File: src/rtl/cc_branch_unit.sv
// Condition-code back end: holds {N,Z,C,V}, feeds C back to the ALU as Ci,
// resolves conditional branches and sequences the delay slot / annul state.
module cc_branch_unit #(
    parameter bit         BYPASS   = 1'b1,
    parameter logic [3:0] RESET_CC = 4'b0000
) (
    input  logic       clk,
    input  logic       reset_n,
    input  logic       inst_valid,
    input  logic       stall,
    input  logic       cc_we,
    input  logic       alu_n,
    input  logic       alu_z,
    input  logic       alu_c,
    input  logic       alu_v,
    input  logic       br_valid,
    input  logic [3:0] cond,
    input  logic       annul_bit,
    output logic       psr_n,
    output logic       psr_z,
    output logic       psr_c,
    output logic       psr_v,
    output logic       carry_out,
    output logic       branch_taken,
    output logic       annul,
    output logic       dslot
);

    typedef enum logic [1:0] {
        IDLE  = 2'd0,
        DSLOT = 2'd1,
        ANNUL = 2'd2
    } state_t;

    state_t     state;
    logic [3:0] psr;        // {N,Z,C,V}
    logic [3:0] alu_flags;  // {N,Z,C,V}
    logic [3:0] ev_flags;
    logic       issue;
    logic       squash;
    logic       use_alu;
    logic       ev_n, ev_z, ev_c, ev_v;
    logic       cond_base;
    logic       taken;
    logic       annul_next;

    assign alu_flags = {alu_n, alu_z, alu_c, alu_v};
    assign issue     = inst_valid & ~stall;
    // An instruction issuing while in ANNUL is the squashed delay slot.
    assign squash    = (state == ANNUL);

    // A cc-writing branch sees its own ALU flags only when bypass is enabled.
    assign use_alu   = BYPASS & cc_we & br_valid;
    assign ev_flags  = use_alu ? alu_flags : psr;
    assign {ev_n, ev_z, ev_c, ev_v} = ev_flags;

    // Low three bits pick the base test; cond[3] inverts it, which also turns
    // "never" (0000) into "always" (1000).
    always_comb begin
        cond_base = 1'b0;
        case (cond[2:0])
            3'd0: cond_base = 1'b0;
            3'd1: cond_base = ev_z;
            3'd2: cond_base = ev_z | (ev_n ^ ev_v);
            3'd3: cond_base = ev_n ^ ev_v;
            3'd4: cond_base = ev_c | ev_z;
            3'd5: cond_base = ev_c;
            3'd6: cond_base = ev_n;
            3'd7: cond_base = ev_v;
            default: cond_base = 1'b0;
        endcase
    end

    assign taken      = cond_base ^ cond[3];
    // Branch-always with the a-bit still annuls its slot.
    assign annul_next = annul_bit & (~taken | (cond == 4'b1000));

    // Flags, slot state and the taken pulse all advance only on an issue.
    always_ff @(posedge clk or negedge reset_n) begin
        if (!reset_n) begin
            psr          <= RESET_CC;
            state        <= IDLE;
            branch_taken <= 1'b0;
        end else begin
            branch_taken <= 1'b0;
            if (issue) begin
                if (squash) begin
                    state <= IDLE;
                end else begin
                    if (cc_we)
                        psr <= alu_flags;
                    if (br_valid) begin
                        branch_taken <= taken;
                        state        <= annul_next ? ANNUL : DSLOT;
                    end else begin
                        state <= IDLE;
                    end
                end
            end
        end
    end

    assign {psr_n, psr_z, psr_c, psr_v} = psr;
    assign carry_out = psr[1];
    assign annul     = (state == ANNUL);
    assign dslot     = (state == DSLOT);

endmodule

File: config.mk
export PLATFORM = sky130hd
export DESIGN_NAME = cc_branch_unit
export DESIGN_NICKNAME = d
export VERILOG_FILES = /design/src/rtl/cc_branch_unit.sv
export SDC_FILE = /design/constraint.sdc
export NUM_CORES = 1
export LEC_CHECK = 0
export ABC_CLOCK_PERIOD_IN_PS = 3550
export CELL_PAD_IN_SITES_DETAIL_PLACEMENT = 2
export CELL_PAD_IN_SITES_GLOBAL_PLACEMENT = 2
export CORE_UTILIZATION = 24
export DETAILED_ROUTE_END_ITERATION = 8
export GPL_ROUTABILITY_DRIVEN = 0
export PLACE_DENSITY_LB_ADDON = 0.1
export SETUP_SLACK_MARGIN = 0.5
export SLEW_MARGIN = 20
export SYNTH_ARGS = -nofsm -noshare
export SYNTH_HDL_FRONTEND = slang
export SYNTH_SLANG_ARGS = --single-unit
File: constraint.sdc
create_clock -name clk -period 3.55 [get_ports clk]
set_input_delay 0.71 -clock clk [delete_from_list [all_inputs] [get_ports clk]]
set_output_delay 0.71 -clock clk [all_outputs]
set_load 0.02 [all_outputs]
Word-level counts from Yosys, hierarchy flattened
Cells that the tools add are included.
Cells by class
  $add $sub $neg: 0
  $mul: 0
  divide/modulo/power cells: 0
  order comparisons: 0
  eq/ne operators: 10
  shift-type cells: 0
  muxes and demuxes: 8
  bitwise operators: 11
  reduce and logical (&&, ||, !) cells: 2
Operators by type and width (number)
  $eq A3 B3 Y1 const B: 4
  $pmux W1 S8: 1
  $eq A3 B2 Y1 const B: 2
  $mux W2: 3
  $eq A4 B4 Y1 const B: 1
  $mux W4: 1
  $and A1 B1 Y1: 3
  $eq A3 B1 Y1 const B: 1
  $logic_not A3 Y1: 1
  $mux W1: 3
  $not A1 Y1: 3
  $or A1 B1 Y1: 3
  $reduce_and A3 Y1: 1
  $eq A2 B1 Y1 const B: 1
  $eq A2 B2 Y1 const B: 1
  $xor A1 B1 Y1: 2
Word-level totals
  register bits after elaboration: 7
  latch bits: 0
  bits in writable memories: 0
  memory bits (read-only): 0
  output and inout port bits: 8
  word-level logic and storage cells: 34
  memories kept: 0

Longest topological paths before layout
Gate-level depths: netlist of run 1.
  word-level depth: 12
  gate-level depth with buffers: 6
  gate-level depth less buffers: 5

Worst setup path after synthesis of run 1
Ideal clock, no wire load.
  path type: in2reg
  from: input cond[1]
  to: register branch_taken
  arrival time: 1.807 ns
  required time: 3.425 ns
  slack: 1.619 ns
  stages on the path: 6
  path through: clkbuf_1 nand3_1 a211o_1 nand4_1 o211ai_1 mux2_2
On the way
  cells in the longest elaborated chain, start to end: 6
  elaborated cells on any way between the ends: 13
  classes of those cells: 7 x eq/ne; 4 x mux; 1 x bitwise; 1 x reduce/logical
RTL lines
  from (decl): RTL line 17  | input logic [3:0] cond,
  $eq A3 B3 Y1, or another cell as far along: RTL line 61  | case (cond[2:0])
  $pmux W1 S8 (*): RTL line 61
  $xor A1 B1 Y1 (*): RTL line 74  | assign taken = cond_base ^ cond[3];
  $mux W1 (*): RTL line 92  | if (br_valid) begin
  $mux W1 (*): RTL line 87  | if (squash) begin
  $mux W1 (*): RTL line 86  | if (issue) begin
  to (signal assigned): RTL line 93  | branch_taken <= taken;
  to (decl): RTL line 24  | output logic branch_taken,
Mark *: on every way between the ends. The rest lies on a longest branch, timed or not.
A chain may end at the register's enable or synchronous reset.

Worst setup path in the final report of run 1
  from: input br_valid
  to: register branch_taken
On the way
  cells in the longest elaborated chain, start to end: 9
  elaborated cells on any way between the ends: 10
  classes of those cells: 5 x mux; 5 x bitwise
RTL lines
  from (decl): RTL line 16  | input logic br_valid,
  $and A1 B1 Y1: RTL line 53  | assign use_alu = BYPASS & cc_we & br_valid;
  $mux W4: RTL line 54  | assign ev_flags = use_alu ? alu_flags : psr;
  $xor A1 B1 Y1: RTL line 64, 65
  $or A1 B1 Y1: RTL line 64  | 3'd2: cond_base = ev_z | (ev_n ^ ev_v);
  $pmux W1 S8: RTL line 61
  $xor A1 B1 Y1: RTL line 74
  $mux W1 (*): RTL line 92
  $mux W1 (*): RTL line 87
  $mux W1 (*): RTL line 86
Marked as above.

==> results of run 1 <==
-- final cells by class --
cell class                      instances  share of cell area
Sequential cell                         7               0.223
Clock buffer                            4              0.0335
Inverter                                1             0.00478
Timing Repair Buffer                   22               0.281
Multi-Input combinational cell         43               0.415
Tap cell                               27              0.0431
-- sequential cells by signal, indices dropped and copies added, names as in the netlist --
| signal | flops |
|---|---|
| branch_taken | 1 |
| psr | 4 |
| state | 2 |
-- routing by layer --
| metal | share of wire | GRT usage | vias to the layer above |
|---|---|---|---|
| li1 | - | - | 246 |
| met1 | 0.44 | 0.181 | 263 |
| met2 | 0.50 | 0.263 | 11 |
| met3 | 0.041 | 0.0377 | 5 |
| met4 | 0.026 | 0.0882 | 0 |
| met5 | 0 | 0 | - |
-- kinds of logic after synthesis --
family	after synthesis	synth area share
DFF	7	0.340
buffers and inverters	3	0.0291
xor gates and xnor gates	3	0.0510
muxes	10	0.221
and+or+nand+nor	19	0.192
AOI/OAI and AO/OA	11	0.167
-- worst max path at each step --
| stage | cells after the start | to | startpoint |
|---|---|---|---|
| finish | 6 | branch_taken$_DFF_PN0_ | br_valid |
| global route | 6 | branch_taken$_DFF_PN0_ | br_valid |
| CTS | 6 | branch_taken$_DFF_PN0_ | br_valid |
| detailed placement | 6 | branch_taken$_DFF_PN0_ | br_valid |
| global placement | 6 | branch_taken$_DFF_PN0_ | br_valid |
| floorplan | 6 | branch_taken$_DFF_PN0_ | cond[1] |
-- power by group through the flow --
stage               clock, mW  sequential (mW)  combinational, mW
floorplan                   0            0.142              0.103
global placement            0            0.131              0.208
detailed placement          0            0.131              0.210
CTS                    0.0775            0.131              0.212
global route           0.0800            0.134              0.225
finish                 0.0730            0.129              0.209
-- cells in the final DEF (no fill, tap or decap), types with 2 or more instances in the layout --
cell             instances
mux2i_1                  2
clkdlybuf4s50_1         22
nor2_1                   2
o211ai_1                 2
nand4_1                  2
o21ai_0                  2
mux2_2                   7
a211o_1                  2
clkbuf_4                 3
nand3_1                  2
nand2_1                  5
dfrtp_1                  7
xnor2_1                  2
a32o_1                   2
nor2b_1                  4
and3_1                   2
-- worst register-to-register path: cells and delay by family (launching register included) --
kind | cells | cell delay [ns]
muxes | 1 | 0.39
AOI/OAI and AO/OA | 3 | 0.59
xor gates and xnor gates | 1 | 0.16
DFF | 1 | 0.41
-- metrics by stage --
| step | hold WS [ns] | worst slack [ns] | util | std cells |
|---|---|---|---|---|
| after floorplan | 0.414 | 1.62 | - | 53 |
| after global placement | 0.546 | 0.932 | 0.383 | 100 |
| after detailed placement | 0.553 | 0.895 | 0.383 | 100 |
| after CTS | 0.585 | 1.17 | 0.396 | 104 |
| after global routing | 0.599 | 1.02 | 0.396 | 104 |
| final | 0.577 | 1.17 | 0.396 | 104 |
==> out/metrics.cfg, run 1 <==
[final_layout]
n_antenna_cell = 0
syn2layout_area_growth_pct = 52.2
regArea_um2 = 175
multi_input_area_um2 = 325
drive_gt1_frac = 0.156
nets = 93
fillerInstances = 204
design_area_um2 = 785

[sta]
hold_violations = 0
rsz0062_at_grt = no
clock_skew_ns = 0.00703
min_period_ns = 2.38
worstMarginPinSlew_ns = 0.337
finalSetupViolCount = 0
final.setup.tns_ns = 0
slew_violations = 0
fin_crit_sh = 0.670
fmax_mhz = 420
slew_headroom = 0.774

[logic_synthesis]
netlist_top_cells_count = 7 x dfrtp_1, 7 x mux2_2, 5 x nand2_1, 4 x nor2b_1
ys.flop_type = dfrtp_1
syn_avg_cell_area_um2 = 9.73
synth-warning-count = 0
synth_area_leaders = dfrtp_1 34%, mux2_2 15%, nor2b_1 4.9%
synth-async-reset-ratio = 1.00
yosysUniqueCellTypes = 24
syn_area_um2 = 515
yosys_register_bits = 7
synth_nets = 68
seq_area_frac_synth = 0.340
synth_cells = 53
synth-edff-count = 0
synth_top_cell_by_area = dfrtp_1
synth_top_cell_area_share = 0.340

[power_and_ir_drop]
netSwitchingFraction = 0.366
finalPower_mw = 0.411
comb_power_share = 0.508
p_sw_mw = 0.150
p_int_mw = 0.261
p_per_area_mw_per_mm2 = 524
ir_worst_vdd_v = 0.000242
seqPwrFrac = 0.314
p_leak_nw = 0.322
clkPwrFrac = 0.178

[drt]
first_pass_iters = 2
vias = 525
postRouteAntennaNets = 0
dr.first_iter.drc_count = 7
viasPerCell = 5.05
drc = 0
wl_um = 1550
wl_per_cell_um = 14.9

[global_route]
grt_use_total = 0.156
antenna_found_initial = 0
grt_overflow = 0
grt_pass1_wl_um = 2790
first_global_vias = 590
grt_max_degree = 10

[hold_path]
min_path_type = reg -> reg
holdCritStartpoint = psr[2]$_DFFE_PN0P_
holdPathStages = 1
timing.hold.worst_endpoint = psr[2]$_DFFE_PN0P_

[worst_setup_path]
cp-end-kind = flop
crit_path_cell_trace = clkdlybuf4s50_1 > nand2_2 > mux2i_1 > a22oi_1 > o211ai_1 > mux2_2
path_class = in -> reg
path_buf_inv = 1
crit_family = buffers and inverters
cp.required_ns = 3.69
cp_max_fo = 8
slowest_stage = clkdlybuf4s50_1
arrival_ns = 2.52
reg2reg_from = psr[0]$_DFFE_PN0P_
start_kind = primary input
reg2regPathDepth = 5
rrSetupSlack_ns = 1.88
critical_path.max_stage_delay_ns = 0.64
timing.rr.end = branch_taken$_DFF_PN0_

[clock_network]
cts_max_level = 1
path_clk_slew_ns = 0.05
cts_sinks = 7
cts_resized = 0
clk_path_buf_depth = 2
numCtsBuffers = 3
cts_setup_buffers = 0
postCtsHoldBufs = 0
ctsRootBufferMaster = clkbuf_4
clk_latency_ns = 0.26
cts_tree = done

[die]
fp-row-count = 16
coreArea_mm2 = 0.00198
ioPinCount = 23
dieArea_mm2 = 0.00234
chipHeight_um = 48.3
die_w_um = 48.3
initial_core_util = 0.260

[placed_design]
portBuffers = 22
hpwl_um = 1260
placedInstanceArea_um2 = 758

[outcome]
outcome = finished, final reports clean

[job]
maxCapViolCount = 0

Note: power is estimated with default switching activity, not from simulation.
==> run 2: changes to the inputs <==
Settings changed: ABC_CLOCK_PERIOD_IN_PS 3550 to 2000, CORE_UTILIZATION 24 to 20.
Clock period 3.55 ns to 2 ns, I/O delays scaled along.
==> out/metrics.cfg, run 2 (synthesis gave the netlist of run 1 again) <==
[sta]
finalSetupViolCount = 0  ; unchanged
slew_headroom = 0.787  ; +0.0129
clock_skew_ns = 0.00510  ; -0.00193 ns
slew_violations = 0  ; unchanged
fin_crit_sh = 0.848
worstMarginPinSlew_ns = 0.318  ; -0.0188 ns
rsz0062_at_grt = yes
hold_violations = 0  ; unchanged
fmax_mhz = 590
fin_hold_ws_ns = 0.403  ; -0.174 ns
layout_setup_ws_ns = 0.304  ; -0.866 ns
final.setup.tns_ns = 0  ; unchanged
min_period_ns = 1.70

[power_and_ir_drop]
comb_power_share = 0.537  ; +0.029
seqPwrFrac = 0.297  ; -0.017
finalPower_mw = 0.790  ; +92%
ir_worst_vdd_v = 0.000372  ; +54%
p_per_area_mw_per_mm2 = 860  ; +64%
clkPwrFrac = 0.166  ; -0.012
p_int_mw = 0.489  ; +88%
netSwitchingFraction = 0.381  ; +0.0150
p_leak_nw = 0.439  ; +36%
p_sw_mw = 0.301  ; +100%

[final_layout]
utilization = 0.374  ; -0.0217
nets = 107  ; +15%
design_area_um2 = 918  ; +17%
final_common_cell = buf_4
multi_input_area_um2 = 379  ; +17%
largest_reg_flops = 4  ; unchanged
regMostFlops = psr
drive_gt1_frac = 0.418  ; +0.262
syn2layout_area_growth_pct = 78.2
biggestRegsByFlops = psr x4, state x2, branch_taken x1
final_cell_count_no_fill = 121  ; +16%
regArea_um2 = 178  ; +1.4%
n_antenna_cell = 0  ; unchanged
fillerInstances = 290  ; +42%
mostFrequentLayoutCells = 13 x buf_4, 12 x dlygate4sd2_1, 5 x dfrtp_1, 5 x clkdlybuf4s50_1

[die]
dieArea_mm2 = 0.00278  ; +19%
die_w_um = 52.8  ; +9.2%
ioPinCount = 23  ; unchanged
initial_core_util = 0.210  ; -0.0501
fp-row-count = 18  ; +2
chipHeight_um = 52.8  ; +9.2%
coreArea_mm2 = 0.00245  ; +24%

[drt]
viasPerCell = 4.76  ; -5.7%
wl_um = 1790  ; +15%
drc = 0  ; unchanged
first_pass_iters = 4  ; +2
dr.first_iter.drc_count = 6  ; -1
postRouteAntennaNets = 0  ; unchanged
vias = 576  ; +9.7%
wl_per_cell_um = 14.8  ; -1.1%

[placed_design]
dp.cells = 112  ; +12%
place_ws_ns = -0.220  ; -1.12 ns
placedInstanceArea_um2 = 835  ; +10%
hpwl_um = 1320  ; +4.7%
portBuffers = 22  ; unchanged

[worst_setup_path]
cp.required_ns = 2.13  ; -1.56 ns
crit_path_cell_trace = clkdlybuf4s15_1 > nand3_1 > a211o_1 > nand4_1 > o211ai_1 > buf_4 > mux2_4
path_buf_inv = 2  ; +1
arrival_ns = 1.83  ; -0.69 ns
slowest_stage = clkdlybuf4s15_1
critical_path.max_stage_delay_ns = 0.35  ; -0.29 ns
crit_family = buffers and inverters
start_kind = primary input
cp-end-kind = flop
path_class = in -> reg
cp_max_fo = 8  ; unchanged

[clock_network]
numCtsBuffers = 3  ; unchanged
cts_max_level = 1  ; unchanged
clk_latency_ns = 0.25  ; about the same
path_clk_slew_ns = 0.06  ; about the same
ctsRootBufferMaster = clkbuf_4
clk_path_buf_depth = 2  ; unchanged
cts_sinks = 7  ; unchanged
cts_tree = done

[global_route]
grt_use_total = 0.146  ; -0.0108
first_global_vias = 610  ; +3.4%
grt_pass1_wl_um = 2880  ; +3.2%
grt_overflow = 0  ; unchanged
antenna_found_initial = 0  ; unchanged
grt_max_degree = 9  ; -1

[hold_path]
min_path_type = in -> async

[job]
maxCapViolCount = 0  ; unchanged

[outcome]
outcome = finished, final reports clean

[run 2: changes by cell type in the layout (fill, tap and decap cells not counted), moves of 2 or more]
cell | before | now
xnor2_1 | 2 | 0
buf_2 | 0 | 4
dfrtp_1 | 7 | 5
mux2_4 | 1 | 4
dfrtp_2 | 0 | 2
mux2_2 | 7 | 4
xnor2_2 | 0 | 2
buf_4 | 0 | 13
clkdlybuf4s50_1 | 22 | 5
dlygate4sd2_1 | 0 | 12
[run 2: repair_timing]
item	4_1_cts	5_1_grt
setup endpoints to repair	15	9
pin swaps	7	2
hold buffers	0	0
resized for setup	37	5
buffers inserted	3	2
[run 2: layout make-up]
| type | count | share of cell area |
|---|---|---|
| multi-input combinational | 43 | 0.413 |
| timing repair buffer | 36 | 0.320 |
| sequential | 7 | 0.193 |
| tap | 30 | 0.0409 |
| clock buffer | 4 | 0.0286 |
| inverter | 1 | 0.00409 |
[run 2: path summary, 6_finish.rpt]
path	start	endpoint	slack, ns	cells after the start
setup / recovery	cond[1]	branch_taken$_DFF_PN0_	0.30	7
hold / removal	reset_n	psr[2]$_DFFE_PN0P_	0.40	1
setup reg to reg	psr[3]$_DFFE_PN0P_	branch_taken$_DFF_PN0_	0.32	6
hold reg to reg	psr[2]$_DFFE_PN0P_	psr[2]$_DFFE_PN0P_	0.55	1
max in group asynchronous	reset_n	psr[0]$_DFFE_PN0P_	1.34	1
min in group clk	alu_c	psr[1]$_DFFE_PN0P_	0.54	2
[run 2: worst reg2reg max path, cell delays in order, from the launching register on]
cell      delay (ns)
dfrtp_2         0.43
xnor2_2         0.15
a311oi_1        0.26
o211ai_1        0.13
o211ai_1        0.11
buf_4           0.17
mux2_4          0.31
[run 2: power groups by stage]
stage	sequential, mW	combinational, mW	clock [mW]
2_1_floorplan	0.257	0.185	0
3_3_place_gp	0.232	0.385	0
3_5_place_dp	0.232	0.391	0
4_1_cts	0.233	0.402	0.138
5_1_grt	0.241	0.458	0.144
6_report	0.235	0.424	0.131
[run 2: metal layers]
layer | global-route usage | part of all wire | vias up
li1 | - | - | 275
met5 | 0 | 0 | -
met3 | 0.00870 | 0.043 | 2
met4 | 0.0658 | 0.011 | 0
met1 | 0.204 | 0.49 | 282
met2 | 0.226 | 0.46 | 17
==> run 3: changes to the inputs <==
Settings changed: ABC_CLOCK_PERIOD_IN_PS 2000 to 1500.
Clock period 2 ns to 1.5 ns, I/O delays scaled along.
==> out/metrics.cfg, run 3 (synthesis gave the netlist of run 1 again) <==
[outcome]
outcome = finished, violations left
violations = setup timing

[global_route]
antenna_found_initial = 0  ; unchanged
grt_use_total = 0.161  ; +0.0156
grt_max_degree = 8  ; -1
grt_overflow = 0  ; unchanged
grt_pass1_wl_um = 2950  ; +2.6%
first_global_vias = 619  ; +1.5%

[worst_setup_path]
cp_max_fo = 3  ; -5
cp_common_cell = o211ai_1
arrival_ns = 1.83  ; about the same
crit_path_cell_trace = xnor2_2 > a311oi_2 > o211ai_1 > o211ai_1 > buf_4 > mux2_2
path_class = reg -> reg
startpoint = psr[0]$_DFFE_PN0P_
start_kind = flop
reg2reg_from = psr[0]$_DFFE_PN0P_
slowest_stage = dfrtp_2
cp-end-kind = flop
critical_path.max_stage_delay_ns = 0.42  ; +0.07 ns
cp.required_ns = 1.66  ; -0.47 ns

[clock_network]
path_clk_slew_ns = 0.06  ; about the same
clk_latency_ns = 0.27  ; +0.02 ns
cts_sinks = 7  ; unchanged
ctsRootBufferMaster = clkbuf_4
cts_max_level = 1  ; unchanged
cts_tree = done
numCtsBuffers = 3  ; unchanged
clk_path_buf_depth = 2  ; unchanged
postCtsHoldBufs = 0  ; unchanged

[sta]
fin_crit_sh = 1.12
clock_skew_ns = 0.00423  ; -0.000866 ns
rsz0062_at_grt = yes
slew_headroom = 0.789  ; +0.00178
worstMarginPinSlew_ns = 0.315  ; -0.00266 ns
slew_violations = 0  ; unchanged
finalSetupViolCount = 3  ; +3
layout_setup_ws_ns = -0.177  ; -0.481 ns
min_period_ns = 1.68
hold_violations = 0  ; unchanged
fmax_mhz = 596

[drt]
vias = 574  ; -0.35%
wl_um = 1870  ; +4.6%
drc = 0  ; unchanged
dr.first_iter.drc_count = 1  ; -5
first_pass_iters = 2  ; -2
postRouteAntennaNets = 0  ; unchanged
wl_per_cell_um = 15.1  ; +2.1%
viasPerCell = 4.63  ; -2.8%

[die]
initial_core_util = 0.210  ; unchanged
dieArea_mm2 = 0.00278  ; unchanged
coreArea_mm2 = 0.00245  ; unchanged
chipHeight_um = 52.8  ; unchanged
die_w_um = 52.8  ; unchanged
ioPinCount = 23  ; unchanged
fp-row-count = 18  ; unchanged

[power_and_ir_drop]
p_per_area_mw_per_mm2 = 1220  ; +42%
p_leak_nw = 0.483  ; +10%
ir_worst_vdd_v = 0.000708  ; +90%

[final_layout]
nets = 110  ; +2.8%
regArea_um2 = 178  ; unchanged
n_antenna_cell = 0  ; unchanged
syn2layout_area_growth_pct = 96.4
utilization = 0.412  ; +0.0382
drive_gt1_frac = 0.511  ; +0.0931
design_area_mm2 = 0.00101  ; +10%
multi_input_area_um2 = 407  ; +7.3%
regMostFlops = psr
final_common_cell = buf_4
mostFrequentLayoutCells = 14 x buf_4, 11 x buf_6, 7 x dlygate4sd2_1
biggestRegsByFlops = psr x4, state x2, branch_taken x1
largest_reg_flops = 4  ; unchanged
fillerInstances = 265  ; -8.6%

[placed_design]
placedInstanceArea_um2 = 888  ; +6.4%
hpwl_um = 1430  ; +8.0%
portBuffers = 22  ; unchanged

[job]
maxCapViolCount = 0  ; unchanged

[hold_path]
min_path_type = in -> async

run 3: cell count changes in the layout (fill, tap and decap cells not counted), moves of 2 or more:
cell,before,now
buf_2,4,0
buf_6,1,11
dlygate4sd2_1,12,7
mux2_2,4,2
mux2_4,4,6
run 3: through the flow:
step / hold slack [ns] / std cells / setup WS (ns) / setup TNS [ns] / power, mW
3_5_place_dp: 0.544 / 115 / -0.628 / -2.33 / 0.906
2_1_floorplan: 0.00441 / 53 / -0.0863 / -0.259 / 0.624
3_3_place_gp: 0.567 / 115 / -0.556 / -2.15 / 0.897
5_1_grt: 0.316 / 124 / -0.241 / -0.707 / 1.31
4_1_cts: 0.295 / 123 / -0.166 / -0.472 / 1.21
6_report: 0.286 / 124 / -0.177 / -0.525 / 1.23
run 3: path summary, 6_finish.rpt:
kind	end	slack (ns)	depth (start not counted)
setup / recovery	branch_taken$_DFF_PN0_	-0.18	6
hold / removal	state[0]$_DFFE_PN0P_	0.29	1
setup reg to reg	branch_taken$_DFF_PN0_	-0.18	6
hold reg to reg	psr[2]$_DFFE_PN0P_	0.59	1
max in group asynchronous	psr[3]$_DFFE_PN0P_	0.95	1
min in group clk	psr[2]$_DFFE_PN0P_	0.43	2
run 3: layout make-up:
class,instances,share of cell area
flip-flops and latches,7,0.176
inverters,1,0.00371
repair buffers,39,0.356
well taps,30,0.0371
clock buffers,4,0.0260
multi-input cells,43,0.402
run 3: power by group:
part	leakage (nW)	internal, mW	switching (mW)
Sequential	0.0851	0.249	0.0646
Combinational	0.383	0.436	0.297
Clock	0.0150	0.102	0.0846
run 3: worst max-delay path: cells and delay by family (launching register included):
family | cells | cell delay [ns]
AO/OA/AOI/OAI | 3 | 0.49
XOR/XNOR | 1 | 0.16
buffers and inverters | 1 | 0.16
flip-flops | 1 | 0.42
multiplexers | 1 | 0.32
run 3: timing repair:
action | 4_1_cts | 5_1_grt
endpoints found under the setup margin | 15 | 15
setup buffers | 4 | 1
pin swaps | 5 | 5
hold endpoints to repair | 0 | 0
resized for setup | 66 | 5
run 3: layer usage:
| layer | routed length (um) | part of all wire | vias up | track usage |
|---|---|---|---|---|
| met5 | 0 | 0 | - | 0 |
| met4 | 51 | 0.027 | 0 | 0.0921 |
| met3 | 55 | 0.029 | 4 | 0.0522 |
| met2 | 1000 | 0.53 | 14 | 0.283 |
| met1 | 763 | 0.41 | 277 | 0.165 |
| li1 | - | - | 279 | - |
==> edit, RTL diff (flow settings as in run 1) <==
Make the reset (`reset_n`) synchronous in one clocked block.
--- a/src/rtl/cc_branch_unit.sv
+++ b/src/rtl/cc_branch_unit.sv
@@ -76,7 +76,7 @@
     assign annul_next = annul_bit & (~taken | (cond == 4'b1000));
 
     // Flags, slot state and the taken pulse all advance only on an issue.
-    always_ff @(posedge clk or negedge reset_n) begin
+    always_ff @(posedge clk) begin
         if (!reset_n) begin
             psr          <= RESET_CC;
             state        <= IDLE;
Function: differs if reset_n is asserted again (counterexample within 4 cycles, from zero or initial values and one cycle with reset_n low); with reset_n held inactive, the same outputs for 10 cycles.
==> edit against run 1 <==
  * Setup slack worse by 26 ps
  * Synthesized area is 2.7% lower
  * Core utilization is 0.11 points lower
  * Sequential cell count stayed put
  * Wire length is 3.2% lower
  * Critical path depth is 1 lower
  * Largest cell class unchanged
  * First-iteration DRC count is 71% lower
  * Final area is 1.3% lower
Power is not compared: it rests on default switching activity, and its combinational part moved more than twofold at a synthesized area within 25%.
==> edit: results (changes against run 1) <==
[critical_path]
r2r-start=psr[2]  ; was psr[0]
crit_path_end=state[1]  ; was branch_taken
setup.worst_path.start=cond[1]  ; was br_valid
cp.arrival_ps=2550  ; was 2520 ps
critPathMaxFanout=6  ; was 8
regToRegSetupSlack_ps=1910  ; was 1880 ps
r2r_cells=4  ; was 5

[global_route]
grt_max_degree=9  ; was 10
grt_pass1_vias=522  ; was 590
antenna_found_initial=0  ; unchanged
grt_usage_pct=15.4  ; was 15.6%
grt_pass1_wl_um=2370  ; was 2790 um

[detailed_routing]
drt-vias-per-instance=4.77  ; was 5.05
num_vias=506  ; was 525
wl_met3_um=50  ; was 64 um
wl_met1_um=717  ; was 678 um
drt-pass1-iter-count=3  ; was 2
drtIter0Drc=2  ; was 7
detail_route.wl_per_cell_um=14.2  ; was 14.9 um
drc=0  ; unchanged
routed.top_layer=met4  ; unchanged
met2_length_um=729  ; was 772 um

[clock_tree]
ctsLongestPathBuffers=2  ; unchanged
root_buffer=clkbuf_4  ; unchanged
cts_resized=0  ; unchanged
post_cts.repair.setup_buffers=0  ; unchanged
cts.clk_slew.worst_paths_ps=60
htreeDepth=1  ; unchanged
cts-buffers-inserted=3  ; unchanged
clk_latency_ps=250

[sta]
max_slew_margin_pct=86.2  ; was 77.4%
post-route-period-util_pct=67.8  ; was 67.0%
finClkSkew_ps=7.57  ; was 7.03 ps
whs_ps=575  ; was 577 ps
slew_viol_final=0  ; unchanged

[finish]
num_antenna_cells=0  ; unchanged
nets=95  ; was 93
nFillCells=228  ; was 204
multi_input_area_um2=347  ; was 325 um^2
largest_registers=psr: 4 flops, state: 2 flops, branch_taken: 1 flops  ; unchanged
final_layout_size_suffix_gt1_share_pct=11.4  ; was 15.6%

[placement]
dpl.cell_count=102  ; was 100
pre_cts_ws_ps=876  ; was 895 ps
dpl.hpwl_um=1240  ; was 1260 um
placed_cell_area_um2=748  ; was 758 um^2

[logic_synthesis]
yosys-top-cells-count=9 x mux2i_1, 7 x dfxtp_1, 6 x nor2b_1  ; was 7 x dfrtp_1, 7 x mux2_2, 5 x nand2_1
ys_seq_area_share_pct=27.9  ; was 34.0%
syn_area_per_cell_um2=9.29  ; was 9.73 um^2
ys_types=24  ; unchanged
yosys_warnings=0  ; unchanged
synth.net_count=69  ; was 68
yosys-top-cells-area=dfxtp_1 28%, mux2i_1 18%, nor2b_1 7.5%, mux4_1 5.2%, nand3_1 4.0%  ; was dfrtp_1 34%, mux2_2 15%, nor2b_1 4.9%, a32o_1 3.9%, mux2i_1 3.9%
async_flop_share_pct=0  ; was 100%

[run_status]
status=finished, final reports clean  ; unchanged

[flow_run]
cap_viol_max_count=0  ; unchanged

[pwr]
power.leakage_nw=0.344
peakVddDrop_mv=0.159

[worst_hold_path]
hp-class=flop to flop  ; unchanged

-- edit: cell count changes after synthesis, sizes merged, moves of 7 or more --
cell   before  now
dfrtp       7    0
mux2        8    1
mux2i       2    9
dfxtp       0    7
-- edit: logic make-up (layout without fill, tap and decap cells) --
kind of cell           after synthesis  after routing  share of synthesized area [%]
AND/OR/NAND/NOR                     23             23                           27.7
multiplexers                        11             11                           26.2
AO/OA/AOI/OAI                        8              8                           11.7
flip-flops                           7              7                           27.9
buffers and inverters                3             28                           2.99
XOR/XNOR                             2              2                           3.49
-- edit: layout make-up --
| cell class | instances | area share (%) |
|---|---|---|
| Timing Repair Buffer | 22 | 28.4 |
| Multi-Input combinational cell | 44 | 44.7 |
| Sequential cell | 7 | 18.1 |
| Inverter | 2 | 0.969 |
| Clock buffer | 4 | 3.39 |
| Tap cell | 27 | 4.36 |
-- edit: worst min-delay path by stage --
| stage | start | end | cells after the start |
|---|---|---|---|
| after floorplan | state[1] | state[1] | 3 |
| after global placement | psr[1] | psr[1] | 2 |
| after detailed placement | psr[1] | psr[1] | 2 |
| after CTS | psr[1] | psr[1] | 2 |
| after global routing | psr[0] | psr[0] | 2 |
| final | psr[0] | psr[0] | 2 |
-- edit: power by group --
part	internal [mW]	switching, mW
clock	0.0431	0.0318
combinational	0.0341	0.0263
sequential	0.0815	0.00265
total	0.159	0.0608
-- edit: per-layer routing --
layer	up-vias	GRT usage, %
met3	2	5.66
met2	11	25.4
li1	249	-
met5	-	0
met4	0	3.33
met1	244	19.1
-- edit: critical path, stage by stage --
cell and delay (ps):
clkdlybuf4s50_1 580, mux4_1 590, nand3_1 110, and4_4 260, mux2_4 300
